**config.mk**
```make
export PLATFORM = sky130hd
export DESIGN_NAME = arbitro_bus_memoria
export DESIGN_NICKNAME = d
export VERILOG_FILES = /design/src/rtl/ciscud_pkg.sv /design/src/rtl/arbitro_rr_2.sv /design/src/rtl/arbitro_bus_memoria.sv
export SDC_FILE = /design/constraint.sdc
export NUM_CORES = 1
export LEC_CHECK = 0
export ABC_AREA = 1
export CAP_MARGIN = 20
export CORE_ASPECT_RATIO = 1.4
export CORE_MARGIN = 2
export CORE_UTILIZATION = 43
export CTS_BUF_LIST = sky130_fd_sc_hd__clkbuf_4 sky130_fd_sc_hd__clkbuf_8
export DETAILED_ROUTE_END_ITERATION = 10
export PLACE_DENSITY = 0.95
export REMOVE_ABC_BUFFERS = 1
export SETUP_SLACK_MARGIN = 0.15
export SLEW_MARGIN = 20
export SYNTH_ARGS = -nofsm -noshare
export SYNTH_HDL_FRONTEND = slang
export SYNTH_HIERARCHICAL = 1
export SYNTH_SLANG_ARGS = --single-unit
```
**constraint.sdc**
```tcl
create_clock -name Reloj -period 3.23 [get_ports Reloj]
set_clock_uncertainty 0.15 [all_clocks]
set_input_delay 0.4845 -clock Reloj [delete_from_list [all_inputs] [get_ports Reloj]]
set_output_delay 0.4845 -clock Reloj [all_outputs]
set_load 0.01 [all_outputs]
```
**src/rtl/ciscud_pkg.sv**
```systemverilog
// Shared definitions for the CISC datapath memory arbiter: FSM encoding,
// requester ids, default widths and the wait-counter loader.
package ciscud_pkg;

  localparam int unsigned ANCHO_DIR_DEF     = 16;
  localparam int unsigned ANCHO_DATO_DEF    = 16;
  localparam int unsigned CICLOS_ESPERA_DEF = 2;

  // Wide enough for the legal wait-state range 0..15.
  localparam int unsigned ANCHO_CUENTA = 4;

  localparam logic [1:0] LIBRE  = 2'd0;
  localparam logic [1:0] ACCESO = 2'd1;
  localparam logic [1:0] FIN    = 2'd2;

  typedef enum logic [1:0] {
    StLibre  = LIBRE,
    StAcceso = ACCESO,
    StFin    = FIN
  } estado_e;

  typedef logic id_req_t;

  localparam id_req_t ID_CPU = 1'b0;
  localparam id_req_t ID_DMA = 1'b1;

  function automatic logic [ANCHO_CUENTA-1:0] carga_espera(input int unsigned ciclos);
    return ANCHO_CUENTA'(ciclos);
  endfunction

endpackage

```
**src/rtl/arbitro_rr_2.sv**
```systemverilog
// Combinational two-way round-robin picker: a lone request wins outright,
// a tie goes to the requester that was not granted last.
module arbitro_rr_2
  import ciscud_pkg::*;
(
  input  logic    req_a_i,
  input  logic    req_b_i,
  input  logic    ultimo_b_i,
  output id_req_t ganador_o,
  output logic    valido_o
);

  always_comb begin
    valido_o  = req_a_i | req_b_i;
    ganador_o = ID_CPU;
    if (req_b_i && (!req_a_i || !ultimo_b_i)) begin
      ganador_o = ID_DMA;
    end
  end

endmodule

```
**src/rtl/arbitro_bus_memoria.sv**
```systemverilog
// Arbiter and access sequencer sharing the single-port memory between the
// control unit (A side) and the DMA/I-O port (B side).
module arbitro_bus_memoria
  import ciscud_pkg::*;
#(
  parameter int unsigned ANCHO_DIR     = ANCHO_DIR_DEF,
  parameter int unsigned ANCHO_DATO    = ANCHO_DATO_DEF,
  parameter int unsigned CICLOS_ESPERA = CICLOS_ESPERA_DEF
) (
  input  logic                  Reloj,
  input  logic                  Reiniciar,
  input  logic                  ReqCPU,
  input  logic                  ReqDMA,
  input  logic                  EscCPU,
  input  logic                  EscDMA,
  input  logic [ANCHO_DIR-1:0]  DirCPU,
  input  logic [ANCHO_DIR-1:0]  DirDMA,
  input  logic [ANCHO_DATO-1:0] DatoCPU,
  input  logic [ANCHO_DATO-1:0] DatoDMA,
  output logic                  GntCPU,
  output logic                  GntDMA,
  output logic                  ListoCPU,
  output logic                  ListoDMA,
  output logic [ANCHO_DATO-1:0] DatoLeido,
  output logic [ANCHO_DIR-1:0]  MemDir,
  output logic [ANCHO_DATO-1:0] MemDatoEsc,
  output logic                  MemEsc,
  output logic                  MemLee,
  input  logic [ANCHO_DATO-1:0] MemDatoLeido
);

  estado_e                 estado_q, estado_d;
  id_req_t                 ganador_q, ganador_d;
  logic                    esc_q, esc_d;
  logic [ANCHO_DIR-1:0]    dir_q, dir_d;
  logic [ANCHO_DATO-1:0]   dato_q, dato_d;
  logic [ANCHO_CUENTA-1:0] cuenta_q, cuenta_d;
  logic                    ultimo_dma_q, ultimo_dma_d;
  logic [ANCHO_DATO-1:0]   leido_q, leido_d;

  id_req_t ganador_w;
  logic    valido_w;

  arbitro_rr_2 u_rr (
    .req_a_i    (ReqCPU),
    .req_b_i    (ReqDMA),
    .ultimo_b_i (ultimo_dma_q),
    .ganador_o  (ganador_w),
    .valido_o   (valido_w)
  );

  always_ff @(posedge Reloj) begin
    if (Reiniciar) begin
      estado_q     <= StLibre;
      ganador_q    <= ID_CPU;
      esc_q        <= 1'b0;
      dir_q        <= '0;
      dato_q       <= '0;
      cuenta_q     <= '0;
      ultimo_dma_q <= 1'b1;
      leido_q      <= '0;
    end else begin
      estado_q     <= estado_d;
      ganador_q    <= ganador_d;
      esc_q        <= esc_d;
      dir_q        <= dir_d;
      dato_q       <= dato_d;
      cuenta_q     <= cuenta_d;
      ultimo_dma_q <= ultimo_dma_d;
      leido_q      <= leido_d;
    end
  end

  always_comb begin
    estado_d     = estado_q;
    ganador_d    = ganador_q;
    esc_d        = esc_q;
    dir_d        = dir_q;
    dato_d       = dato_q;
    cuenta_d     = cuenta_q;
    ultimo_dma_d = ultimo_dma_q;
    leido_d      = leido_q;

    unique case (estado_q)
      StLibre: begin
        if (valido_w) begin
          ganador_d = ganador_w;
          if (ganador_w == ID_DMA) begin
            esc_d  = EscDMA;
            dir_d  = DirDMA;
            dato_d = DatoDMA;
          end else begin
            esc_d  = EscCPU;
            dir_d  = DirCPU;
            dato_d = DatoCPU;
          end
          cuenta_d = carga_espera(CICLOS_ESPERA);
          estado_d = StAcceso;
        end
      end
      StAcceso: begin
        if (cuenta_q != '0) begin
          cuenta_d = cuenta_q - 1'b1;
        end else begin
          // Memory data is only guaranteed valid in the last strobe cycle.
          if (!esc_q) begin
            leido_d = MemDatoLeido;
          end
          ultimo_dma_d = (ganador_q == ID_DMA);
          estado_d     = StFin;
        end
      end
      StFin: begin
        estado_d = StLibre;
      end
      default: begin
        estado_d = StLibre;
      end
    endcase
  end

  // Outputs decode the state register and latches only.
  always_comb begin
    GntCPU     = (estado_q != StLibre) && (ganador_q == ID_CPU);
    GntDMA     = (estado_q != StLibre) && (ganador_q == ID_DMA);
    ListoCPU   = (estado_q == StFin) && (ganador_q == ID_CPU);
    ListoDMA   = (estado_q == StFin) && (ganador_q == ID_DMA);
    MemEsc     = (estado_q == StAcceso) && esc_q;
    MemLee     = (estado_q == StAcceso) && !esc_q;
    MemDir     = dir_q;
    MemDatoEsc = dato_q;
    DatoLeido  = leido_q;
  end

endmodule

```
* Word level (Yosys, flattened, before mapping)
Cells that the tools add are included.
** Storage, ports and cells
- Output and inout port bits :: 54
- Register bits after elaboration :: 57
- Word-level logic and storage cells :: 48
** Cells by class
- Reductions and logical operators :: 20
- Bitwise gates (word level) :: 4
- $add $sub $neg :: 1
- Equal/unequal tests :: 5
- Muxes and demuxes :: 10
** Operators with widths (count)
- two-way mux 16 bit :: 2
- two-way mux 4 bit :: 2
- one-hot mux 4 bit (2 select lines) :: 1
- logical AND 1 bit :: 7
- AND reduction 2 bit :: 3
- AND reduction 3 bit :: 2
- two-way mux 2 bit :: 2
- != test 2 bit (second input constant) :: 2
- one-hot mux 2 bit (2 select lines) :: 1
- nonzero test 2 bit :: 2
- nonzero test 4 bit :: 1
- subtractor 4 x 1 -> 4 bit (second input constant) :: 1
- logical NOT 1 bit :: 3
- NOT 1 bit :: 3
- == test 2 x 1 -> 1 bit (second input constant) :: 1
- == test 2 bit (second input constant) :: 1
- logical NOT 2 bit :: 1
- two-way mux 1 bit :: 2
- != test 2 x 1 -> 1 bit (second input constant) :: 1
- logical OR 1 bit :: 1
- bitwise OR 1 bit :: 1

* Depth between registers and ports, before layout
- Word-level depth :: 5
- Mapped depth :: 8
- Depth with buffers taken out :: 8

* By module
The synthesis kept the hierarchy.
** Modules (own cells, without submodules)
- arbitro_bus_memoria :: area each 2560.0 um2, sequential area each 1141.1 um2, instances 1, cells each 373
- arbitro_rr_2 :: area each 15.0 um2, sequential area each 0.0 um2, instances 1, cells each 3

* Worst setup path before layout
No wires, ideal clock.
- Path kind :: input-to-reg
- Start :: input ReqDMA
- End :: register dir_q[2], in the netlist MemDir[2]
- Slack :: 1.675 ns
- Stages on the path :: 8
- Data arrival time :: 1.334 ns
- Setup time :: 0.070 ns
- Cells stage by stage :: inv_1 -> a21oi_1 -> buf_4 -> buf_2 -> nand2_1 -> o21ai_0 -> nand2_1 -> a21oi_1
** Between the ends
- Longest elaborated chain between the ends :: 3
- Elaborated cells between the ends (all ways) :: 5
- Classes of those cells :: 2 x mux; 1 x bitwise; 2 x reduce/logical
** RTL lines
- start, declared :: RTL line arbitro_bus_memoria.sv:13 : input logic ReqDMA,
- logical AND 1 bit :: RTL line arbitro_rr_2.sv:16 : if (req_b_i && (!req_a_i || !ultimo_b_i)) begin
- two-way mux 1 bit :: RTL line arbitro_rr_2.sv:16
- via ganador_w :: RTL line arbitro_bus_memoria.sv:41 : id_req_t ganador_w;
- two-way mux 16 bit :: RTL line arbitro_bus_memoria.sv:88 : if (ganador_w == ID_DMA) begin
- end signal, assigned :: RTL line arbitro_bus_memoria.sv:66 : dir_q <= dir_d;
- end, declared :: RTL line arbitro_bus_memoria.sv:35 : logic [ANCHO_DIR-1:0] dir_q, dir_d;
The timed path passes the listed nets, and every way through them passes these cells.
A chain may end at the register's enable or synchronous reset.

* Final worst setup path
- Start :: register ganador_q
- End :: output ListoDMA
** Between the ends
- Longest elaborated chain between the ends :: 1
** RTL lines
- start, declared :: RTL line arbitro_bus_memoria.sv:33 : id_req_t ganador_q, ganador_d;
- start signal, assigned :: RTL line arbitro_bus_memoria.sv:64 : ganador_q <= ganador_d;
- logical AND 1 bit :: RTL line arbitro_bus_memoria.sv:127 : ListoDMA = (estado_q == StFin) && (ganador_q == ID_DMA);
- end, declared :: RTL line arbitro_bus_memoria.sv:23 : output logic ListoDMA,
Every way passes these cells.

==> reports/summary.txt <==
PortBufs - 139
Max-Cap Viols - 0
setup bufs post-CTS - 0
Hold Path Class - reg -> reg
height of the die - 95.6 microns
Syn Area/Cell - 6.85 sq um
Yosys warnings - 6
drt pass-1 iters - 5
Pwr Density - 543 nW/um^2
post-synth top area share - 44.3%
Clock Sinks - 57
CTS Buf Count - 9
Final Hold Viols - 0
Synth Cell Area - 2570 sq um
outcome - finished, final reports clean
core footprint - 5820 sq um
largest net degree at the start of global routing - 68
RSZ-0062 raised after global routing - no
Post-Synth XOR/XNOR Area - 0%
reg2reg setup slack - 1470 ps
peak supply drop - 0.000268 V
first-pass GRT wire length - 10900 microns
worst setup slack after layout - 1080 ps
initial core utilization - 44.2%
Yosys reg bits - 57
final setup fails - 0
GP Congestion - 0.764
Final ANT Viol Nets - 0
vias in the first global route - 2567
Vias - 2770
clk_lat worst skew - 330 ps
cts hold-fix bufs - 0
H-tree levels - 3
min Tclk post-route - 2150 ps
Met2 Wirelength - 3520 microns
DRC Markers - 0
leading area contributor after synthesis - dfxtp_1
Post-synth EDFFs - 0
P&R area growth vs syn - 61.2%
sequential share of the synthesized area - 44.3%
Post-synth top flop - dfxtp_1
Worst Path Max Fanout - 4
Compound-Gate Fraction of Synth Area - 17.8%
Synth area leaders - dfxtp_1, nand2_1, o21ai_0
multiplexer share of the synthesized area - 0%
all-layer global routing usage - 20.8%
vias per cell - 4.77
CTS resizes - 0
Max-slew headroom - 64.0%
filler cell count - 461
Async SR Flop Fraction - 0%
Die Wd - 69.4 microns
arrival time at the worst endpoint - 1520 ps
IO Count - 140
Synth Area in Simple Gates - 25.2%
HPWL after detailed placement - 5210 microns
CP Capture Type - output port
worst-margin pin slew - 539 ps
top layer in use - met4
Post-synth top cells - nand2_1, dfxtp_1, o21ai_0, nor2_1, inv_1
Antenna Cells - 0
CTS Root Cell - clkbuf_8
Longest Clk Path Bufs - 2
largest family of logic cells by synthesized area - simple AND/OR/NAND/NOR gates
final net count - 595
fin crit share - 66.6%
Startpoint Class - register
fmax - 465 MHz
Cells after Synth - 376
initial antenna violation count - 0
final slew viol count - 0
share of post-route cells with drive strength above 1 - 5.28%
setup TNS - 0 ps
clock-pin transition on the worst setup and hold timing paths - 60 ps
Synth Area in Adders - 0.972%
most frequent cell after synthesis - nand2_1
dpl ws - 840 ps
GRT overflow - 0
post-synthesis cell type count - 24
First DRT Iteration DRCs - 115
LEAKAGE - 1.71 nW
die area - 6630 sq um
Setup CP Type - reg -> out
drt wl/cell - 11.8 microns
CP required - 2600 ps
CTS tree - built
final wirelength - 6870 microns
wire length on met1 - 2600 microns
FP Rows - 33
wire length on met3 - 576 microns
path summary, 6_finish.rpt:
check	from	end	cells past startpoint
worst max-delay path	ganador_q	ListoDMA	3
worst min-delay path	MemDatoEsc[6]	MemDatoEsc[6]	2
worst max register to register	estado_q[0]	cuenta_q[3]	6
worst min register to register	MemDatoEsc[6]	MemDatoEsc[6]	2
cells by family (layout without fill, tap and decap cells):
| kind of cell | Yosys count | count (layout) |
|---|---|---|
| adders and majority gates | 2 | 2 |
| buffers and inverters | 65 | 200 |
| and+or+nand+nor | 161 | 161 |
| AOI/OAI and AO/OA | 91 | 91 |
| DFF | 57 | 57 |
stage by stage:
stage / utilization, % / cell area, sq um / cells / power [mW] / hold slack [ps]
floorplan: - / 2440 / 354 / 1.22 / 276
global placement: 67.9 / 3950 / 566 / 1.58 / 296
detailed placement: 67.9 / 3950 / 566 / 1.61 / 306
CTS: 71.3 / 4150 / 581 / 2.27 / 316
global route: 71.3 / 4150 / 581 / 2.38 / 324
finish: 71.3 / 4150 / 581 / 2.25 / 314
state kept, by name (all words and copies together) (netlist names):
signal and cells:
MemDatoEsc 16, DatoLeido 16, MemDir 16, estado_q 2
ganador_q 1, cuenta_q 4, ultimo_dma_q 1, esc_q 1
critical path, cell delays in order, from the launching register on:
cell	delay (ps)
dfxtp_1	360
inv_1	100
nor3_1	170
clkdlybuf4s50_1	560
where the power goes:
part | total [mW] | internal [mW] | switching [mW]
combinational | 0.720 | 0.364 | 0.356
clock | 0.665 | 0.400 | 0.265
sequential | 0.869 | 0.809 | 0.0600
layout make-up:
| cell class | instances | area (sq um) | share of cell area, % |
|---|---|---|---|
| Sequential cell | 57 | 1140 | 27.5 |
| Tap cell | 70 | 87.6 | 2.11 |
| Multi-Input combinational cell | 254 | 1140 | 27.5 |
| Clock buffer | 12 | 159 | 3.83 |
| Clock inverter | 3 | 40.0 | 0.965 |
| Inverter | 43 | 166 | 4.01 |
| Timing Repair Buffer | 142 | 1410 | 34.1 |
layout by cell type, fill, tap and decap left out, drive strengths merged:
cell type	count
clkinv	2
a21oi	39
clkdlybuf4s50	139
o21ai	51
nor3	3
ha	2
nand2	108
nand3	4
dfxtp	57
clkbuf	12
nor2	44
or2	1
nand4	1
bufinv	1
o211ai	1
inv	43
buf	3
layer usage:
| metal | GRT usage [%] | up-vias |
|---|---|---|
| li1 | - | 1437 |
| met1 | 20.7 | 1205 |
| met3 | 6.24 | 14 |
| met2 | 38.4 | 114 |
| met4 | 12.1 | 0 |
| met5 | 0 | - |
Note: power is estimated with default switching activity, not from simulation.
